### config.mk
export PLATFORM = sky130hd
export DESIGN_NAME = play_mode_ctrl
export DESIGN_NICKNAME = d
export VERILOG_FILES = /design/src/rtl/play_mode_ctrl_pkg.sv /design/src/rtl/button_conditioner.sv /design/src/rtl/play_mode_ctrl.sv
export SDC_FILE = /design/constraint.sdc
export NUM_CORES = 1
export LEC_CHECK = 0
export CORE_UTILIZATION = 53
export DETAILED_ROUTE_END_ITERATION = 7
export PLACE_DENSITY_LB_ADDON = 0.15
export SYNTH_ARGS = -nofsm -noshare
export SYNTH_HDL_FRONTEND = slang
export SYNTH_SLANG_ARGS = --single-unit
### constraint.sdc
create_clock -name clk -period 4.06 [get_ports clk]
set_input_delay 0.812 -clock clk [delete_from_list [all_inputs] [get_ports clk]]
set_output_delay 0.812 -clock clk [all_outputs]
set_load 0.005 [all_outputs]
### src/rtl/play_mode_ctrl_pkg.sv
// -----------------------------------------------------------------------------
// play_mode_ctrl_pkg
// Shared constants and types for the front-panel play-mode controller.
//   DB_*_DEFAULT / MAX_WIDTH_DEFAULT : default parameter values for the top
//   WIDTH_MIN, WIDTH_BITS            : loop width range; WIDTH_BITS also sizes
//                                      the sequencer's loop_width port
//   btn_state_t                      : per-button state, encoded as {db, db_d}
//   next_width()                     : loop width step with wrap to WIDTH_MIN
// -----------------------------------------------------------------------------
package play_mode_ctrl_pkg;

    localparam int DB_DIV_DEFAULT    = 65536;
    localparam int DB_DEPTH_DEFAULT  = 4;
    localparam int MAX_WIDTH_DEFAULT = 4;

    localparam int WIDTH_MIN  = 1;
    localparam int WIDTH_BITS = 3;

    typedef enum logic [1:0] {
        BTN_IDLE    = 2'b00,
        BTN_RELEASE = 2'b01,
        BTN_PRESS   = 2'b10,
        BTN_HELD    = 2'b11
    } btn_state_t;

    function automatic logic [WIDTH_BITS-1:0] next_width(
        input logic [WIDTH_BITS-1:0] w,
        input int                    max_w
    );
        return (w == WIDTH_BITS'(max_w)) ? WIDTH_BITS'(WIDTH_MIN) : w + 1'b1;
    endfunction

endpackage

### src/rtl/button_conditioner.sv
// -----------------------------------------------------------------------------
// button_conditioner
// One raw push-button: 2-flop synchronizer, tick-sampled shift register,
// debounced level and a one-cycle rising-edge press pulse.
//   clk, rst : clock, async active-high reset
//   tick     : shared sample strobe from the prescaler
//   btn      : raw button, asynchronous to clk
//   press    : high for exactly one cycle per debounced press
//
// state (= {db, db_d}) | meaning
// ---------------------+-----------------------------------------------
// BTN_IDLE    (0,0)    | released, shift register filling or empty
// BTN_PRESS   (1,0)    | shift register just filled, press emitted
// BTN_HELD    (1,1)    | still held, no repeat
// BTN_RELEASE (0,1)    | first cycle after a low sample cleared db
// -----------------------------------------------------------------------------
module button_conditioner
    import play_mode_ctrl_pkg::*;
#(
    parameter int DB_DEPTH = DB_DEPTH_DEFAULT
) (
    input  logic clk,
    input  logic rst,
    input  logic tick,
    input  logic btn,
    output logic press
);

    logic [1:0]          sync;
    logic [DB_DEPTH-1:0] sh;
    logic                db;
    logic                db_d;
    btn_state_t          state;

    always_ff @(posedge clk or posedge rst) begin
        if (rst) begin
            sync <= 2'b00;
            sh   <= '0;
            db_d <= 1'b0;
        end else begin
            sync <= {sync[0], btn};
            if (tick) begin
                sh <= {sh[DB_DEPTH-2:0], sync[1]};
            end
            db_d <= db;
        end
    end

    // Any low sample inside the window clears db, so a bounce restarts the fill.
    assign db    = &sh;
    assign state = btn_state_t'({db, db_d});
    assign press = (state == BTN_PRESS);

endmodule

### src/rtl/play_mode_ctrl.sv
// -----------------------------------------------------------------------------
// play_mode_ctrl
// Front-panel control stage ahead of the beat-index sequencer. Conditions five
// raw buttons and holds the mode levels the sequencer consumes.
//   clk, rst        : clock, async active-high reset
//   btn_play        : toggles play_pause
//   btn_loop        : toggles loop_de
//   btn_rev         : toggles reverse
//   btn_width       : steps loop_width 1..MAX_WIDTH, only while not looping
//   btn_stop        : clears play/loop/reverse, pulses clear_beat
//   play_pause      : 1 = playing
//   loop_de         : 1 = loop mode engaged
//   loop_width      : loop width in notes, never 0
//   reverse         : 1 = beat index decrements
//   clear_beat      : one-cycle request to zero the beat index
// -----------------------------------------------------------------------------
module play_mode_ctrl
    import play_mode_ctrl_pkg::*;
#(
    parameter int DB_DIV    = DB_DIV_DEFAULT,
    parameter int DB_DEPTH  = DB_DEPTH_DEFAULT,
    parameter int MAX_WIDTH = MAX_WIDTH_DEFAULT
) (
    input  logic                  clk,
    input  logic                  rst,
    input  logic                  btn_play,
    input  logic                  btn_loop,
    input  logic                  btn_rev,
    input  logic                  btn_width,
    input  logic                  btn_stop,
    output logic                  play_pause,
    output logic                  loop_de,
    output logic [WIDTH_BITS-1:0] loop_width,
    output logic                  reverse,
    output logic                  clear_beat
);

    localparam int CNT_W = (DB_DIV > 1) ? $clog2(DB_DIV) : 1;

    logic [CNT_W-1:0] div_cnt;
    logic             tick;
    logic             p_play;
    logic             p_loop;
    logic             p_rev;
    logic             p_width;
    logic             p_stop;

    assign tick = (div_cnt == CNT_W'(DB_DIV - 1));

    always_ff @(posedge clk or posedge rst) begin
        if (rst) begin
            div_cnt <= '0;
        end else if (tick) begin
            div_cnt <= '0;
        end else begin
            div_cnt <= div_cnt + 1'b1;
        end
    end

    button_conditioner #(.DB_DEPTH(DB_DEPTH)) u_play (
        .clk(clk), .rst(rst), .tick(tick), .btn(btn_play), .press(p_play)
    );
    button_conditioner #(.DB_DEPTH(DB_DEPTH)) u_loop (
        .clk(clk), .rst(rst), .tick(tick), .btn(btn_loop), .press(p_loop)
    );
    button_conditioner #(.DB_DEPTH(DB_DEPTH)) u_rev (
        .clk(clk), .rst(rst), .tick(tick), .btn(btn_rev), .press(p_rev)
    );
    button_conditioner #(.DB_DEPTH(DB_DEPTH)) u_width (
        .clk(clk), .rst(rst), .tick(tick), .btn(btn_width), .press(p_width)
    );
    button_conditioner #(.DB_DEPTH(DB_DEPTH)) u_stop (
        .clk(clk), .rst(rst), .tick(tick), .btn(btn_stop), .press(p_stop)
    );

    always_ff @(posedge clk or posedge rst) begin
        if (rst) begin
            play_pause <= 1'b0;
            loop_de    <= 1'b0;
            reverse    <= 1'b0;
            clear_beat <= 1'b0;
            loop_width <= WIDTH_BITS'(WIDTH_MIN);
        end else begin
            clear_beat <= 1'b0;
            if (p_stop) begin
                // Stop wins and swallows every other press this cycle.
                play_pause <= 1'b0;
                loop_de    <= 1'b0;
                reverse    <= 1'b0;
                clear_beat <= 1'b1;
            end else begin
                if (p_play) play_pause <= ~play_pause;
                if (p_rev)  reverse    <= ~reverse;
                if (p_loop) loop_de    <= ~loop_de;
                // Uses the pre-update loop_de so the loop bound never moves mid-loop.
                if (p_width && !loop_de) begin
                    loop_width <= next_width(loop_width, MAX_WIDTH);
                end
            end
        end
    end

endmodule

==> results.sh, run 1 <==
export IMPL_status="finished clean"
export IMPL_htree_levels=3
export IMPL_grtUsageTotal=0.175
export IMPL_critPathKind="reg -> out"
export IMPL_hpwl_um=2020
export IMPL_arrival_ns=1.37
export IMPL_worstMarginPinSlew_ns=1.12
export IMPL_critPathCaptureType="output pin"
export IMPL_placed_area_um2=2410
export IMPL_rr_startpoint="div_cnt[0]"
export IMPL_highest_layer="met4"
export IMPL_wl_met3_um=144
export IMPL_netlist_area_um2=2260
export IMPL_cts_buffers=9
export IMPL_total_power_uw=1090
export IMPL_synth_cells=165
export IMPL_r2r_end="u_rev.sh[3]"
export IMPL_grt_max_degree=59
export IMPL_p_leak_uw=0.00123
export IMPL_die_area_um2=4540
export IMPL_drive_gt1_frac=0.194
export IMPL_overflow=0
export IMPL_register_area_um2=1450
export IMPL_path_buf_inv=1
export IMPL_cts_tree="built"
export IMPL_core_area_um2=4060
export IMPL_cpPeakStageDelay_ns=0.55
export IMPL_syn_nets=175
export IMPL_final_period_utilization=0.538
export IMPL_crit_cells=1
export IMPL_num_io_pins=14
export IMPL_hold_viol=0
export IMPL_port_buffers=13
export IMPL_syn_avg_cell_area_um2=13.7
export IMPL_multi_input_area_um2=754
export IMPL_antenna_found_initial=0
export IMPL_drt_iter0_markers=50
export IMPL_synth_ff_type="dfrtp_1"
export IMPL_wl_met2_um=1440
export IMPL_syn2layout_area_growth_pct=14.5
export IMPL_nets=196
export IMPL_start_util=0.558
export IMPL_hold_path_class="reg -> reg"
export IMPL_worstPathCellList="clkdlybuf4s50_1"
export IMPL_post_route_cell_area_um2=2590
export IMPL_ys_warn_count=0
export IMPL_r2r_slack_ns=2.04
export IMPL_cp_max_fo=4
export IMPL_ant_nets=0
export IMPL_clk_path_buf_depth=2
export IMPL_drtPass1Iterations=4
export IMPL_vias=1264
export IMPL_fp_row_count=23
export IMPL_cts_setup_buffers=0
export IMPL_rsz0062_at_grt="false"
export IMPL_drcViolationCount=0
export IMPL_die_h_um=67.4
export IMPL_cellPowerDensity_nw_per_um2=419
export IMPL_cpMaxStageDelayCell="dfstp_2"
export IMPL_fmax_mhz=458
export IMPL_crit_family="flip-flops"
export IMPL_grt_pass1_wl_um=5470
export IMPL_slew_violations=0
export IMPL_vdd_ir_drop_max_v=0.000243
export IMPL_setup_tns_ns=0
export IMPL_place_gp_congestion=0.789
export IMPL_cp_endpoint="loop_width[0]"
export IMPL_slew_headroom=0.249
export IMPL_clkLatencyLatePin_ns=0.33
export IMPL_finClkSkew_ns=0.00855
export IMPL_crit_path_start_kind="register"
export IMPL_ys_seq_area_frac=0.641
export IMPL_clk_pin_slew_ns=0.06
export IMPL_post_route_min_period_ns=2.18
export IMPL_wl_met1_um=1490
export IMPL_clkSinkCount=58
export IMPL_ys_ff_latch=58
export IMPL_async_flop_share=1.00
export IMPL_setup_viol=0
export IMPL_clock_tree_root_cell="clkbuf_8"
export IMPL_cts_resized=0
export IMPL_num_antenna_cells=0
export IMPL_final_util=0.639
export IMPL_grt_pass1_vias=1241
export IMPL_n_fill_cell=308
export IMPL_maxCapViolCount=0
export IMPL_synth_edf_count=0
export IMPL_reg2regPathDepth=5
export IMPL_die_x_um=67.4
export IMPL_routed_wl_um=3160
export IMPL_ys_types=27
export IMPL_cp_data_required_time_ns=3.25
export IMPL_ctsHoldBuffers=0
export IMPL_routed_via_density=5.24
export IMPL_fin_hold_ws_ns=0.349
export IMPL_cp_startpoint="loop_width[0]"
export IMPL_wire_per_inst_um=13.1
==> how the worst min path moves through the flow <==
stage	from	to	slack (ns)	cells past startpoint
final	u_play.sync[0]	u_play.sync[1]	0.35	0
after global routing	u_play.sync[0]	u_play.sync[1]	0.36	0
after global placement	u_width.sync[0]	u_width.sync[1]	0.33	0
after floorplan	u_loop.sync[0]	u_loop.sync[1]	0.33	0
after CTS	u_play.sync[0]	u_play.sync[1]	0.35	0
after detailed placement	u_play.sync[0]	u_play.sync[1]	0.34	0
==> cells in the mapped netlist, types with 2 or more instances <==
cell      number  area, um^2
dfrtp_1       57        1430
nor2_1        20        75.1
mux2_2        19         214
xnor2_1        9        78.8
xor2_1         8        70.1
nand2_1        7        26.3
nand3_1        7        35.0
and4_1         4        35.0
inv_1          4        15.0
nand4_1        4        25.0
ha_1           3        37.5
nand2b_1       3        18.8
nor4_1         3        18.8
a21oi_1        2        10.0
nor2b_1        2        12.5
o21ai_0        2        10.0
==> area by class of cell <==
class / instances / share of cell area
clock buffer: 13 / 0.0535
clock inverter: 3 / 0.0154
inverter: 4 / 0.00579
multi-input combinational: 100 / 0.291
sequential: 58 / 0.560
tap: 50 / 0.0241
timing repair buffer: 13 / 0.0502
==> where the power goes <==
| group | total (uW) | switching, uW | internal (uW) |
|---|---|---|---|
| combinational | 15.8 | 10.7 | 5.06 |
| clock | 486 | 204 | 282 |
| sequential | 584 | 1.15 | 583 |
==> through the flow <==
| step | setup WS (ns) | std cells |
|---|---|---|
| 2_1_floorplan | 1.82 | 165 |
| 3_3_place_gp | 1.90 | 225 |
| 3_5_place_dp | 1.83 | 225 |
| 4_1_cts | 1.85 | 241 |
| 5_1_grt | 1.82 | 241 |
| 6_report | 1.88 | 241 |
==> per-layer routing <==
metal / GRT usage / up-vias
met3: 0.0760 / 9
met1: 0.214 / 622
met4: 0.120 / 0
li1: - / 606
met2: 0.249 / 27
met5: 0 / -
==> cell families (layout without fill, tap and decap cells) <==
logic type                 after synthesis  count (layout)  synth area share
DFF                                     58              58             0.641
and+or+nand+nor                         54              54             0.133
muxes                                   20              20             0.101
xor gates and xnor gates                17              17            0.0657
buffers and inverters                    7              33            0.0254
AOI/OAI and AO/OA                        6               6            0.0171
adders and majority gates                3               3            0.0166
==> registers in the layout, summed over array words and instances, names as in the netlist, 2 cells and up <==
signal and flops:
u_loop.sh 4, u_rev.sync 2, u_stop.sync 2, u_width.sync 2, u_width.sh 4, u_rev.sh 4
u_loop.sync 2, u_play.sh 4, div_cnt 16, loop_width 3, u_stop.sh 4, u_play.sync 2
==> cell usage in the layout (no fill, tap or decap), types with 2 or more instances in the layout <==
cell type / n
nand2_1: 7
dfrtp_1: 57
nand4_1: 4
ha_1: 3
clkdlybuf4s50_1: 13
nor4_1: 3
nor2_1: 20
inv_1: 3
nor2b_1: 2
mux2_2: 19
o21ai_0: 2
clkinv_2: 2
xnor2_1: 9
nand3_1: 7
clkbuf_1: 4
nand2b_1: 3
a21oi_1: 2
and4_1: 4
xor2_1: 8
clkbuf_8: 9
Note: power is estimated with default switching activity, not from simulation.
==> run 2, diff against run 1 <==
--- a/config.mk
+++ b/config.mk
@@ -5,7 +5,7 @@
 export SDC_FILE = /design/constraint.sdc
 export NUM_CORES = 1
 export LEC_CHECK = 0
-export CORE_UTILIZATION = 53
+export CORE_UTILIZATION = 52
 export DETAILED_ROUTE_END_ITERATION = 7
 export PLACE_DENSITY_LB_ADDON = 0.15
 export SYNTH_ARGS = -nofsm -noshare
==> constraint.sdc (replaced) <==
create_clock -name clk -period 1.9 [get_ports clk]
set_input_delay 0.38 -clock clk [delete_from_list [all_inputs] [get_ports clk]]
set_output_delay 0.38 -clock clk [all_outputs]
set_load 0.005 [all_outputs]
==> results.sh, run 2 (same netlist as run 1, synthesis figures left out) <==
export IMPL_post_route_min_period_ns=1.78
export IMPL_syn2layout_area_growth_pct=18.0
export IMPL_htree_levels=3
export IMPL_layout_common_cells="dfrtp_1 (57), nor2_1 (20), mux2_2 (19), clkdlybuf4s50_1 (13), clkbuf_8 (10)"
export IMPL_status="finished clean"
export IMPL_cts_tree="built"
export IMPL_clk_path_buf_depth=2
export IMPL_die_x_um=68.0
export IMPL_p_leak_uw=0.00127
export IMPL_die_area_um2=4620
export IMPL_drt_iter0_markers=101
export IMPL_grt_pass1_vias=1291
export IMPL_core_area_um2=4090
export IMPL_setup_viol=0
export IMPL_hold_path_class="in -> async"
export IMPL_place_gp_congestion=0.881
export IMPL_reg2regPathDepth=5
export IMPL_start_util=0.554
export IMPL_cp_max_fo=11
export IMPL_clk_pin_slew_ns=0.06
export IMPL_num_io_pins=14
export IMPL_critPathKind="reg -> reg"
export IMPL_arrival_ns=1.98
export IMPL_total_power_uw=2370
export IMPL_fmax_mhz=563
export IMPL_antenna_found_initial=0
export IMPL_slew_violations=0
export IMPL_clock_tree_root_cell="clkbuf_8"
export IMPL_largest_register_ffs=16
export IMPL_worstMarginPinSlew_ns=0.391
export IMPL_hold_viol=0
export IMPL_r2r_slack_ns=0.12
export IMPL_vias=1290
export IMPL_routed_wl_um=3500
export IMPL_grt_pass1_wl_um=5870
export IMPL_clkSinkCount=58
export IMPL_cts_buffers=9
export IMPL_critPathCaptureType="register"
export IMPL_hpwl_um=2290
export IMPL_die_h_um=68.0
export IMPL_ant_nets=0
export IMPL_r2r_end="u_stop.sh[3]"
export IMPL_drive_gt1_frac=0.224
export IMPL_final_period_utilization=0.935
export IMPL_rr_startpoint="div_cnt[0]"
export IMPL_maxCapViolCount=0
export IMPL_nets=201
export IMPL_crit_path_start_kind="register"
export IMPL_finClkSkew_ns=0.0103
export IMPL_grt_max_degree=26
export IMPL_drtPass1Iterations=4
export IMPL_grtUsageTotal=0.186
export IMPL_post_route_cell_area_um2=2670
export IMPL_ctsHoldBuffers=0
export IMPL_fin_hold_ws_ns=0.345
export IMPL_max_flop_register="div_cnt"
export IMPL_wire_per_inst_um=14.2
export IMPL_drcViolationCount=0
export IMPL_final_util=0.654
export IMPL_fp_row_count=23
export IMPL_vdd_ir_drop_max_v=0.000571
export IMPL_overflow=0
export IMPL_cp_data_required_time_ns=2.10
export IMPL_routed_via_density=5.24
export IMPL_num_antenna_cells=0
export IMPL_clkLatencyLatePin_ns=0.33
export IMPL_placed_area_um2=2470
export IMPL_cellPowerDensity_nw_per_um2=887
export IMPL_port_buffers=13
export IMPL_cts_setup_buffers=0
export IMPL_final_common_cell="dfrtp_1"
export IMPL_slew_headroom=0.737
## run 2: cell type report
class | count | area [um^2]
clock buffer | 13 | 149
fill | 301 | 1410
clock inverter | 3 | 40.0
inverter | 4 | 15.0
timing repair buffer | 17 | 185
multi-input combinational | 101 | 768
tap | 50 | 62.6
sequential | 58 | 1450
## run 2: layer usage
metal | up-vias | global-route usage | part of all wire
met5 | - | 0 | 0
met4 | 0 | 0.0938 | 0.022
met3 | 8 | 0.0850 | 0.035
met2 | 25 | 0.284 | 0.48
met1 | 636 | 0.221 | 0.46
li1 | 621 | - | -
## run 2: worst max-delay path by stage
stage / from / slack [ns] / depth (start not counted) / to
6_report: div_cnt[0] / 0.12 / 5 / u_stop.sh[3]
5_1_grt: div_cnt[0] / -0.01 / 5 / u_stop.sh[3]
4_1_cts: div_cnt[0] / 0.05 / 5 / u_stop.sh[3]
3_5_place_dp: div_cnt[0] / 0.06 / 5 / u_stop.sh[3]
3_3_place_gp: div_cnt[0] / 0.11 / 5 / u_width.sh[0]
2_1_floorplan: rst / 0.09 / 1 / clear_beat
## run 2: per-stage QoR
| stage | cells | setup TNS, ns | setup WS (ns) |
|---|---|---|---|
| 3_5_place_dp | 229 | 0 | 0.0611 |
| 5_1_grt | 246 | -0.0328 | -0.0128 |
| 6_report | 246 | 0 | 0.124 |
| 2_1_floorplan | 165 | 0 | 0.0937 |
| 3_3_place_gp | 229 | 0 | 0.112 |
| 4_1_cts | 245 | 0 | 0.0469 |
## run 2: worst max-delay path, cell delays in order (launching register included)
cell,delay (ns)
dfrtp_1,0.37
ha_2,0.22
nand3_1,0.14
nor3_4,0.24
and3_4,0.32
mux2_2,0.36
## run 2: report_power, final
part	internal, uW	switching [uW]	total (uW)
combinational	19.1	25.7	44.8
sequential	1250	2.97	1250
clock	638	438	1080
total	1900	466	2370
## run 2: what timing repair did
item / 4_1_cts / 5_1_grt
hold endpoints to repair: 0 / 0
resized for setup: 0 / 2
endpoints found under the setup margin: 0 / 28
==> run 3, diff against run 2 <==
--- a/config.mk
+++ b/config.mk
@@ -7,7 +7,8 @@
 export LEC_CHECK = 0
 export CORE_UTILIZATION = 52
 export DETAILED_ROUTE_END_ITERATION = 7
-export PLACE_DENSITY_LB_ADDON = 0.15
+export PLACE_DENSITY = 0.74
+export SLEW_MARGIN = 15
 export SYNTH_ARGS = -nofsm -noshare
 export SYNTH_HDL_FRONTEND = slang
 export SYNTH_SLANG_ARGS = --single-unit
==> results.sh, run 3 (same netlist as run 1, synthesis figures left out) <==
export IMPL_ctsHoldBuffers=0
export IMPL_sw_frac_of_total=0.190
export IMPL_final_setup_worst_slack_ns=0.112
export IMPL_die_x_um=68.0
export IMPL_max_flop_register="div_cnt"
export IMPL_start_util=0.554
export IMPL_grtUsageTotal=0.171
export IMPL_wire_per_inst_um=13.3
export IMPL_preCtsSetupSlack_ns=0.113
export IMPL_cpPeakStageDelay_ns=0.40
export IMPL_num_io_pins=14
export IMPL_nets=201
export IMPL_grt_pass1_wl_um=5550
export IMPL_vdd_ir_drop_max_v=0.000568
export IMPL_htree_levels=3
export IMPL_hold_viol=0
export IMPL_power_frac_seq=0.498
export IMPL_hpwl_um=2230
export IMPL_status="finished clean"
export IMPL_worstPathCellList="ha_1, nand3_1, nor3_4, and3_4, mux2_2"
export IMPL_post_route_cell_area_um2=2680
export IMPL_p_clk_frac=0.486
export IMPL_cp_data_required_time_ns=2.10
export IMPL_drive_gt1_frac=0.230
export IMPL_hold_path_class="in -> async"
export IMPL_routed_via_density=5.17
export IMPL_final_period_utilization=0.941
export IMPL_fmax_mhz=559
export IMPL_intPower_uw=2030
export IMPL_worstMarginPinSlew_ns=0.309
export IMPL_clkLatencyLatePin_ns=0.32
export IMPL_n_fill_cell=288
export IMPL_vias=1273
export IMPL_placed_area_um2=2460
export IMPL_num_antenna_cells=0
export IMPL_arrival_ns=1.99
export IMPL_overflow=0
export IMPL_critPathCaptureType="register"
export IMPL_cts_tree="built"
export IMPL_die_h_um=68.0
export IMPL_cts_resized=0
export IMPL_pwr_share_comb=0.016
export IMPL_die_area_um2=4620
export IMPL_port_buffers=13
export IMPL_routed_wl_um=3270
export IMPL_setup_tns_ns=0
export IMPL_cp_max_fo=23
export IMPL_grt_pass1_vias=1262
export IMPL_syn2layout_area_growth_pct=18.5
export IMPL_clk_pin_slew_ns=0.06
export IMPL_antenna_found_initial=0
export IMPL_cts_setup_buffers=0
export IMPL_finClkSkew_ns=0.00520
export IMPL_rsz0062_at_grt="false"
export IMPL_p_leak_uw=0.00128
export IMPL_cellPowerDensity_nw_per_um2=934
export IMPL_setup_viol=0
export IMPL_place_gp_congestion=0.846
export IMPL_final_util=0.657
export IMPL_cts_buffers=9
export IMPL_clock_tree_root_cell="clkbuf_8"
export IMPL_drcViolationCount=0
export IMPL_power_switching_uw=475
export IMPL_final_common_cell="dfrtp_1"
export IMPL_fp_row_count=23
export IMPL_cpMaxStageDelayCell="and3_4"
export IMPL_layout_common_cells="dfrtp_1 (57), nor2_1 (20), mux2_2 (19), clkdlybuf4s50_1 (13), clkbuf_8 (10)"
export IMPL_maxCapViolCount=0
export IMPL_drtPass1Iterations=4
export IMPL_clkSinkCount=58
export IMPL_clk_path_buf_depth=2
export IMPL_largest_register_ffs=16
export IMPL_slew_headroom=0.792
export IMPL_drt_iter0_markers=45
export IMPL_post_route_min_period_ns=1.79
export IMPL_critPathKind="reg -> reg"
export IMPL_ant_nets=0
export IMPL_slew_violations=0
export IMPL_core_area_um2=4090
export IMPL_crit_path_start_kind="register"
export IMPL_grt_max_degree=47
-- run 3: layout make-up --
type,count,area [um^2],area share
Inverter,4,15.0,0.00559
Tap cell,50,62.6,0.0233
Clock inverter,5,77.6,0.0289
Timing Repair Buffer,18,180,0.0671
Multi-Input combinational cell,100,754,0.281
Clock buffer,11,141,0.0527
Sequential cell,58,1450,0.541
-- run 3: worst max-delay path: cells and delay by family, from the launching register on --
| kind | cells | cell delay [ns] |
|---|---|---|
| AND/OR/NAND/NOR | 3 | 0.74 |
| multiplexers | 1 | 0.38 |
| flip-flops | 1 | 0.37 |
| adder cells (fa/ha/maj) | 1 | 0.18 |
-- run 3: metrics by stage --
stage          hold slack (ns)  power (uW)  cells
2_1_floorplan            0.331        1290    165
3_3_place_gp             0.334        1310    230
3_5_place_dp             0.337        1310    230
4_1_cts                  0.320        2540    246
5_1_grt                  0.330        2610    246
6_report                 0.320        2510    246
-- run 3: power by group through the flow --
stage	registers (uW)	clock network, uW	logic, uW
6_report	1250	1220	39.6
3_3_place_gp	1270	0	40.3
5_1_grt	1250	1310	45.6
2_1_floorplan	1270	0	18.1
4_1_cts	1250	1240	42.0
3_5_place_dp	1270	0	41.8
-- run 3: worst paths after layout --
kind,from,end,cells after the start,slack (ns)
max in group asynchronous,rst,u_stop.sh[3],3,1.06
min,rst,u_play.db_d,2,0.32
max reg2reg,div_cnt[0],u_loop.sh[2],5,0.11
min reg2reg,u_stop.sync[0],u_stop.sync[1],0,0.35
max,div_cnt[0],u_loop.sh[2],5,0.11
min in group clk,u_stop.sync[0],u_stop.sync[1],0,0.35
-- run 3: per-layer routing --
metal  up-vias  part of all wire  routed length, um  track usage
met5         -                 0                  0            0
met1       637              0.49               1590        0.212
met2        18              0.48               1560        0.257
met3         3             0.031                100       0.0750
met4         0            0.0067                 22       0.0781
li1        615                 -                  -            -
